<file path="src/rtl/cpu_core_n.sv">
// Handshaked multi-channel CPU core: a command is accepted in IDLE, executed in EXEC and
// written back in WB. Operands come from NUM_IN data channels or the previous result.
module cpu_core_n #(
  parameter  int WIDTH     = 8,
  parameter  int NUM_IN    = 4,
  parameter  int MEM_DEPTH = 16,
  localparam int SELW      = $clog2(NUM_IN + 1),
  localparam int AW        = $clog2(MEM_DEPTH)
) (
  input  logic                    clk,
  input  logic                    reset,
  input  logic                    cmd_valid,
  output logic                    cmd_ready,
  input  logic [3:0]              cmd_op,
  input  logic [SELW-1:0]         cmd_sel_a,
  input  logic [SELW-1:0]         cmd_sel_b,
  input  logic [AW-1:0]           cmd_addr,
  input  logic [NUM_IN*WIDTH-1:0] din,
  output logic [2*WIDTH-1:0]      result,
  output logic                    done,
  output logic                    zero,
  output logic                    error
);

  localparam int W2  = 2 * WIDTH;
  localparam int SHW = $clog2(W2);
  localparam logic [SELW-1:0] FB_SEL  = SELW'(NUM_IN);
  localparam logic [AW:0]     DEPTH_W = (AW + 1)'(MEM_DEPTH);

  localparam logic [3:0] OP_NOP   = 4'd0;
  localparam logic [3:0] OP_ADD   = 4'd1;
  localparam logic [3:0] OP_SUB   = 4'd2;
  localparam logic [3:0] OP_AND   = 4'd3;
  localparam logic [3:0] OP_OR    = 4'd4;
  localparam logic [3:0] OP_XOR   = 4'd5;
  localparam logic [3:0] OP_MUL   = 4'd6;
  localparam logic [3:0] OP_SHL   = 4'd7;
  localparam logic [3:0] OP_PASSA = 4'd8;
  localparam logic [3:0] OP_LOAD  = 4'd9;
  localparam logic [3:0] OP_STORE = 4'd10;

  typedef enum logic [1:0] {IDLE = 2'd0, EXEC = 2'd1, WB = 2'd2} state_t;

  state_t            state_r;
  logic [3:0]        op_r;
  logic [AW-1:0]     addr_r;
  logic              err_r;
  logic [WIDTH-1:0]  a_r;
  logic [WIDTH-1:0]  b_r;
  logic [W2-1:0]     stage_r;
  logic [W2-1:0]     mem_r [MEM_DEPTH];

  logic [WIDTH-1:0]  a_mux_s;
  logic [WIDTH-1:0]  b_mux_s;
  logic              cmd_err_s;
  logic              is_mem_s;
  logic [W2-1:0]     a_ext_s;
  logic [W2-1:0]     b_ext_s;
  logic [W2-1:0]     alu_s;

  // Channel select; any select at or above NUM_IN yields the feedback value (invalid ones flag error).
  function automatic logic [WIDTH-1:0] pick(input logic [SELW-1:0] sel,
                                            input logic [NUM_IN*WIDTH-1:0] d,
                                            input logic [WIDTH-1:0] fb);
    logic [WIDTH-1:0] v;
    v = fb;
    for (int k = 0; k < NUM_IN; k++) begin
      if (sel == SELW'(k)) v = d[k*WIDTH +: WIDTH];
    end
    return v;
  endfunction

  assign a_mux_s   = pick(cmd_sel_a, din, result[WIDTH-1:0]);
  assign b_mux_s   = pick(cmd_sel_b, din, result[WIDTH-1:0]);
  assign is_mem_s  = (cmd_op == OP_LOAD) || (cmd_op == OP_STORE);
  assign cmd_err_s = (cmd_op > OP_STORE) || (cmd_sel_a > FB_SEL) || (cmd_sel_b > FB_SEL) ||
                     (is_mem_s && ({1'b0, cmd_addr} >= DEPTH_W));
  assign a_ext_s   = {{WIDTH{1'b0}}, a_r};
  assign b_ext_s   = {{WIDTH{1'b0}}, b_r};

  // ALU / memory read mux; NOP, STORE and invalid opcodes carry the current result forward.
  always_comb begin
    alu_s = result;
    case (op_r)
      OP_ADD:   alu_s = a_ext_s + b_ext_s;
      OP_SUB:   alu_s = a_ext_s - b_ext_s;
      OP_AND:   alu_s = a_ext_s & b_ext_s;
      OP_OR:    alu_s = a_ext_s | b_ext_s;
      OP_XOR:   alu_s = a_ext_s ^ b_ext_s;
      OP_MUL:   alu_s = a_ext_s * b_ext_s;
      OP_SHL:   alu_s = a_ext_s << b_r[SHW-1:0];
      OP_PASSA: alu_s = a_ext_s;
      OP_LOAD:  alu_s = err_r ? result : mem_r[addr_r];
      default:  alu_s = result;
    endcase
  end

  // Memory write at the EXEC edge; a reset at that edge suppresses the write.
  always_ff @(posedge clk) begin
    if (!reset && (state_r == EXEC) && (op_r == OP_STORE) && !err_r) begin
      mem_r[addr_r] <= result;
    end
  end

  // Sequencing FSM with registered handshake, result and flags.
  always_ff @(posedge clk) begin
    if (reset) begin
      state_r   <= IDLE;
      cmd_ready <= 1'b0;
      done      <= 1'b0;
      result    <= {W2{1'b0}};
      zero      <= 1'b0;
      error     <= 1'b0;
      op_r      <= OP_NOP;
      addr_r    <= {AW{1'b0}};
      err_r     <= 1'b0;
      a_r       <= {WIDTH{1'b0}};
      b_r       <= {WIDTH{1'b0}};
      stage_r   <= {W2{1'b0}};
    end else begin
      case (state_r)
        IDLE: begin
          done <= 1'b0;
          if (cmd_valid && cmd_ready) begin
            op_r      <= cmd_op;
            addr_r    <= cmd_addr;
            err_r     <= cmd_err_s;
            a_r       <= a_mux_s;
            b_r       <= b_mux_s;
            cmd_ready <= 1'b0;
            state_r   <= EXEC;
          end else begin
            cmd_ready <= 1'b1;
          end
        end
        EXEC: begin
          stage_r <= alu_s;
          state_r <= WB;
        end
        WB: begin
          if (err_r) begin
            error <= 1'b1;
          end else begin
            result <= stage_r;
            zero   <= (stage_r == {W2{1'b0}});
            error  <= 1'b0;
          end
          done      <= 1'b1;
          cmd_ready <= 1'b1;
          state_r   <= IDLE;
        end
        default: begin
          state_r   <= IDLE;
          cmd_ready <= 1'b0;
          done      <= 1'b0;
        end
      endcase
    end
  end

endmodule

</file>
<file path="config.mk">
export PLATFORM = sky130hd
export DESIGN_NAME = cpu_core_n
export DESIGN_NICKNAME = d
export VERILOG_FILES = /design/src/rtl/cpu_core_n.sv
export SDC_FILE = /design/constraint.sdc
export NUM_CORES = 1
export LEC_CHECK = 0
export ABC_AREA = 1
export ABC_CLOCK_PERIOD_IN_PS = 4100
export CAP_MARGIN = 20
export CORE_ASPECT_RATIO = 0.6
export CORE_MARGIN = 4
export CORE_UTILIZATION = 40
export CTS_CLUSTER_DIAMETER = 30
export CTS_CLUSTER_SIZE = 14
export DETAILED_ROUTE_END_ITERATION = 16
export GPL_ROUTABILITY_DRIVEN = 0
export GPL_TIMING_DRIVEN = 1
export PLACE_DENSITY = 0.6
export SLEW_MARGIN = 10
export SYNTH_ARGS = -nofsm -noshare
export SYNTH_HDL_FRONTEND = slang
export SYNTH_SLANG_ARGS = --single-unit
</file>
<file path="constraint.sdc">
create_clock -name clk -period 4.1 [get_ports clk]
set_clock_uncertainty 0.2 [all_clocks]
set_input_delay 0.82 -clock clk [delete_from_list [all_inputs] [get_ports clk]]
set_output_delay 0.82 -clock clk [all_outputs]
set_load 0.05 [all_outputs]
</file>
# == After elaboration in Yosys (flattened, before gate mapping) ==
# Memory sizes are Yosys's and may differ from the RTL's. A register that Yosys moved wholly into a read port is not among the register bits.
# Index checks and enable logic that the tools add are counted.
# word_totals
ramBits,256
register_bits,63
n_memories,1
out_inout_bits,20
# memory_table
name,words,width,read_ports,rd_ports_with_merged_regs,write_ports,line_no,rtl
mem_r,16,16,1,1,1,51,logic [W2-1:0] mem_r [MEM_DEPTH];
# op_classes
mul,1
reduce_logical,14
order_cmp,3
shifts,1
muxes,20
n_eq_ne,19
bitwise,4
add_sub_neg,2
# ops
operator,count
$pmux 16 s9,1
$mux 8,8
$eq 4x3->1 const B,4
$logic_not 16->1,1
$mul 8x8->16,1
$mux 16,1
$shl 8x4->16,1
$eq 3x2->1 const B,4
$eq 4x4->1 const B,3
$add 8x8->9,1
$sub 8x8->9,1
$and 8x8->8,1
$eq 4x2->1 const B,2
$mux 4,2
$or 8x8->8,1
$xor 8x8->8,1
$eq 3x1->1 const B,2
$gt 3x3->1 const B,2
$logic_not 3->1,2
$eq 4x1->1 const B,1
$gt 4x4->1 const B,1
$logic_and 1x1->1,4
$mux 1,4
$pmux 2 s2,1
other kinds (11),14

# == Depth between registers and ports, before layout ==
# depth
depth_word,6
depth_mapped,24
depth_no_buf,22

# == Worst setup path after synthesis ==
# OpenSTA, ideal clock, no wires.
# synth_path
kind,register -> register
start,register b_r[2]
end,register stage_r[10]
path_stages_with_launch,25
arrival_time_ps,4013
path_buffers,2
setup_slack_ps,-246
path_cell_list,dfxtp_1 > buf_2 > clkbuf_1 > nand2_1 > inv_1 > fa_1 > inv_1 > fa_1 > inv_1 > fa_1 > inv_1 > fa_1 > inv_1 > ha_1 > nand2_1 > nand2_1 > nand2_1 > nand2_1 > inv_1 > nand2_1 > or2_2 > nand3_1 > nand4_1 > nand2_1 > a21oi_1
# synth_between
elab_chain_cells,2
elab_cells_between_ends,4
cone_classes,add/sub (1); mul (1); shift (1); mux (1)
# synth_lines
element,line_no,rtl
start: declaration,49,logic [WIDTH-1:0] b_r;
start signal: assignment,118,b_r <= {WIDTH{1'b0}};
start signal: assignment,129,b_r <= b_mux_s;
"$mul 8x8->16, or another cell as far along",90,OP_MUL: alu_s = a_ext_s * b_ext_s;
$pmux 16 s9 (*),84,case (op_r)
end signal: assignment,119,stage_r <= {W2{1'b0}};
end signal: assignment,137,stage_r <= alu_s;
end: declaration,50,logic [W2-1:0] stage_r;
# Every way passes the cells marked *; elsewhere a longest branch is shown, timed or not.
# A chain may end at the register's enable or synchronous reset.

# == Worst setup path in the final report ==
# layout_path
start,register a_r[3]
end,register stage_r[10]
# layout_between
elab_chain_cells,2
elab_cells_between_ends,4
cone_classes,add/sub (1); mul (1); shift (1); mux (1)
# layout_lines
element,line_no,rtl
start: declaration,48,logic [WIDTH-1:0] a_r;
start signal: assignment,117,a_r <= {WIDTH{1'b0}};
start signal: assignment,128,a_r <= a_mux_s;
"$mul 8x8->16, or another cell as far along",90,
$pmux 16 s9 (*),84,
# Marks and branches as above.

==> results by group <==
Critical path
  – R2R depth: 22
  – CP startpoint kind: flop
  – Worst path required time: roughly 4.3 ns
  – Arr. time, crit path: roughly 4.4 ns
  – Crit end category: flop
  – CP Class: reg -> reg
  – Reg-to-reg startpoint: a_r[3]$_SDFFE_PP0P_
  – FF-to-FF setup slack: -0.10 ns
  – R2r endpoint: stage_r[10]$_SDFFE_PP0N_
  – CP max FO: 4

STA
  – Relative slew margins: 34.8%
  – RSZ-0062 raised after global routing: true
  – Tmin final: ~4.2 ns
  – Slew Viols, Final: 0
  – Final setup vio count: 9
  – Setup ws final: -0.104 ns
  – Worst-Margin Slew: a little under 1 ns
  – Final hold violation count: 0
  – Fmax: ~240 MHz
  – Tcrit/Tclk final: 103%

Status
  – Failing checks: negative setup slack
  – Status: finished with violations

Synth
  – YS warnings: 0
  – Mapped Nets: around 2200
  – Synth top area share: 43.2%
  – Syn avg cell area: approximately 8.6 um^2
  – Primary FF master, synth: edfxtp_1
  – Most frequent cell after synthesis: nand2_1
  – Post-synth cell types: 44
  – Asr flop ratio synth: 0%
  – EDFF count, synth: about 260
  – Synth Register Bits: between 300 and 400
  – Synth area leader: edfxtp_1
  – Top post-synthesis cells by area: edfxtp_1 (43%), nand2_1 (13%), nand3_1 (7.7%)
  – Cells after synthesis: around 2100
  – Post-synth top cells: nand2_1 (627), nand3_1 (275), edfxtp_1 (256)
  – Cell Area, Synth: approximately 18000 um^2
  – Sequential fraction of the synthesis area: approximately half

GRT
  – Initial antenna violation count: 0
  – First-pass GRT wire length: roughly 84000 um
  – Gr ovfl total: 0
  – Total Routing Usage GR: 22.6%
  – Vias in the first global route: approximately 14000
  – Largest net degree at the start of global routing: about 130

Place
  – Count of buffers from port buffering: 68
  – Final HPWL DP: approximately 38000 um
  – Post-place setup slack: -0.262 ns

Run
  – Total of max-cap violations: 0

Route
  – Total wire length: between 50000 and 60000 um
  – Drt first pass iters: 7
  – DR vias: roughly 15000
  – Residual DRC: 0
  – Antenna Nets Post-Route: 0
  – Initial drt markers: 1709
  – Via/cell ratio: 5.35
  – Wire length per cell: slightly below 20 um

Clock tree
  – Clock root buffer: clkbuf_16
  – Clk slew on worst S/H paths: 0.05 ns
  – Skew-Pair Late Insertion Delay: ~0.57 ns
  – H-Tree Depth: 2
  – Num CTS Buffers: 47
  – Maximum root-to-sink buffer count: 3
  – CTS Hold Bufs: 0
  – Clk sinks: between 300 and 400
  – CTS tree: done

Die
  – Area of the die: around 48000 um^2
  – CORE AREA: roughly 44000 um^2
  – Row count: 59
  – Initial Util: around 41%
  – Die Ht: roughly 170 um
  – Ports: 69
  – Width of the die: roughly 280 um

Power
  – P_int: approximately 0.007 W
  – Clk pwr share: roughly half
  – Worst VDD drop: a little under 0.3 mV
  – Sequential Power Share: between 30% and 40%
  – Leak pwr: approximately 9.2 nW
  – Switching power: between 0.002 and 0.0025 W
  – Switching Share: 24.1%
  – PwrDens: roughly 400 nW/um^2
  – Comb pwr share: under 10%

Cells and area
  – Nets: between 2000 and 2500
  – Share of cells above drive strength 1: between 10% and 20%
  – Area Overhead vs Synth: 22.3%
  – Core Util, Final: between 40% and 50%
  – Ant. Diodes: 0

Hold path
  – Hold Path Depth: 2
  – Hold path start: stage_r[3]$_SDFFE_PP0N_
  – Worst min-delay path endpoint: stage_r[3]$_SDFFE_PP0N_
  – HP Class: reg -> reg
## power groups by stage
stage	logic, W	registers, W	clock network, W
2_1_floorplan	0.000448	0.00366	0
5_1_grt	0.000863	0.00357	0.00481
3_3_place_gp	0.000752	0.00364	0
3_5_place_dp	0.000760	0.00364	0
4_1_cts	0.000773	0.00357	0.00464
6_report	0.000795	0.00357	0.00459
## registers in the layout, indices dropped and copies added, names as in the netlist, named ones only
name and cells:
stage_r 16, state_r 2, error 1, result 16, b_r 8, done 1
mem_r 256, op_r 4, addr_r 4, cmd_ready 1, a_r 8, err_r 1
zero 1
## layer usage
metal  vias up  wire, um  track usage, %
met5         -         0               0
met4         0       696            3.79
met3        64      5650            4.98
met2       720     21700            31.5
met1      7095     26600            36.1
li1       7117         -               -
## kinds of logic after synthesis
group | Yosys count | share of synthesized area, %
XOR/XNOR | 3 | 0.148
adder cells (fa/ha/maj) | 99 | 8.57
AO/OA/AOI/OAI | 242 | 7.20
multiplexers | 3 | 0.169
AND/OR/NAND/NOR | 1063 | 25.5
flip-flops | 323 | 50.7
buffers and inverters | 337 | 7.62
## placed cells by master, fill, tap and decap left out, types with 5 or more instances in the layout
cell type,synthesis,routed
nand2_1,627,602
nand3_1,275,265
edfxtp_1,256,256
inv_1,224,202
a21oi_1,105,99
o21ai_0,94,94
buf_4,4,91
nor2_1,99,78
clkdlybuf4s50_1,0,68
dfxtp_1,67,54
ha_1,61,52
clkbuf_16,0,48
fa_1,38,33
inv_2,8,29
nand4_1,25,25
nand2_2,1,22
nor2_2,1,18
o22ai_1,18,18
bufinv_16,0,13
nand3_2,1,11
dfxtp_4,0,9
a211oi_1,8,8
o21ai_1,8,8
ha_4,0,8
nor2_4,3,7
a21oi_2,1,7
nor3_2,6,6
nand3b_1,6,6
clkinvlp_4,0,6
buf_6,1,6
clkinv_2,0,5
nor3_1,5,5
fa_2,0,5
## layout make-up
cell class | count | area (um^2)
clock inverters | 38 | 609
multi-input cells | 1410 | 7750
clock buffers | 50 | 1210
flip-flops and latches | 323 | 9070
well taps | 579 | 724
inverters | 233 | 876
fillers | 4022 | 21900
repair buffers | 169 | 1510
## worst max path at each step
| stage | slack [ns] | endpoint | cells after the start | from |
|---|---|---|---|---|
| 2_1_floorplan | -0.03 | stage_r[10]$_SDFFE_PP0N_ | 23 | a_r[3]$_SDFFE_PP0P_ |
| 3_3_place_gp | -0.16 | stage_r[11]$_SDFFE_PP0N_ | 21 | a_r[4]$_SDFFE_PP0P_ |
| 3_5_place_dp | -0.26 | stage_r[11]$_SDFFE_PP0N_ | 21 | a_r[4]$_SDFFE_PP0P_ |
| 4_1_cts | -0.15 | stage_r[13]$_SDFFE_PP0N_ | 19 | b_r[4]$_SDFFE_PP0P_ |
| 5_1_grt | -0.29 | stage_r[10]$_SDFFE_PP0N_ | 22 | a_r[5]$_SDFFE_PP0P_ |
| 6_report | -0.10 | stage_r[10]$_SDFFE_PP0N_ | 22 | a_r[3]$_SDFFE_PP0P_ |
## critical path: stages (launching register included)
cell	delay, ns
dfxtp_4	0.37
buf_6	0.11
ha_4	0.13
inv_2	0.04
fa_2	0.35
inv_2	0.07
fa_1	0.44
fa_1	0.57
inv_2	0.05
fa_1	0.56
inv_2	0.06
ha_4	0.26
nand2_2	0.08
nand2_2	0.07
nand2_2	0.07
nand2_2	0.07
inv_2	0.06
nand2_2	0.04
or2_4	0.22
nand3_2	0.05
nand4_1	0.08
nand2_1	0.08
a21oi_1	0.06
## what timing repair did
action	4_1_cts	5_1_grt
pin swaps	39	28
resized for setup	73	36
setup buffers	5	6
setup endpoints to repair	10	12
## per-stage QoR
stage | cells | area, um^2 | hold WS (ns) | total power, W | setup TNS [ns]
after detailed placement | 2703 | 19500 | 0.276 | 0.00440 | -1.61
after global placement | 2703 | 19500 | 0.263 | 0.00439 | -0.643
final | 2802 | 21800 | 0.282 | 0.00896 | -0.497
after floorplan | 2070 | 17900 | 0.255 | 0.00410 | -0.0298
after global routing | 2802 | 21800 | 0.309 | 0.00924 | -2.31
after CTS | 2796 | 21600 | 0.284 | 0.00898 | -0.741
No activity file was read; power rests on OpenSTA's default activity.
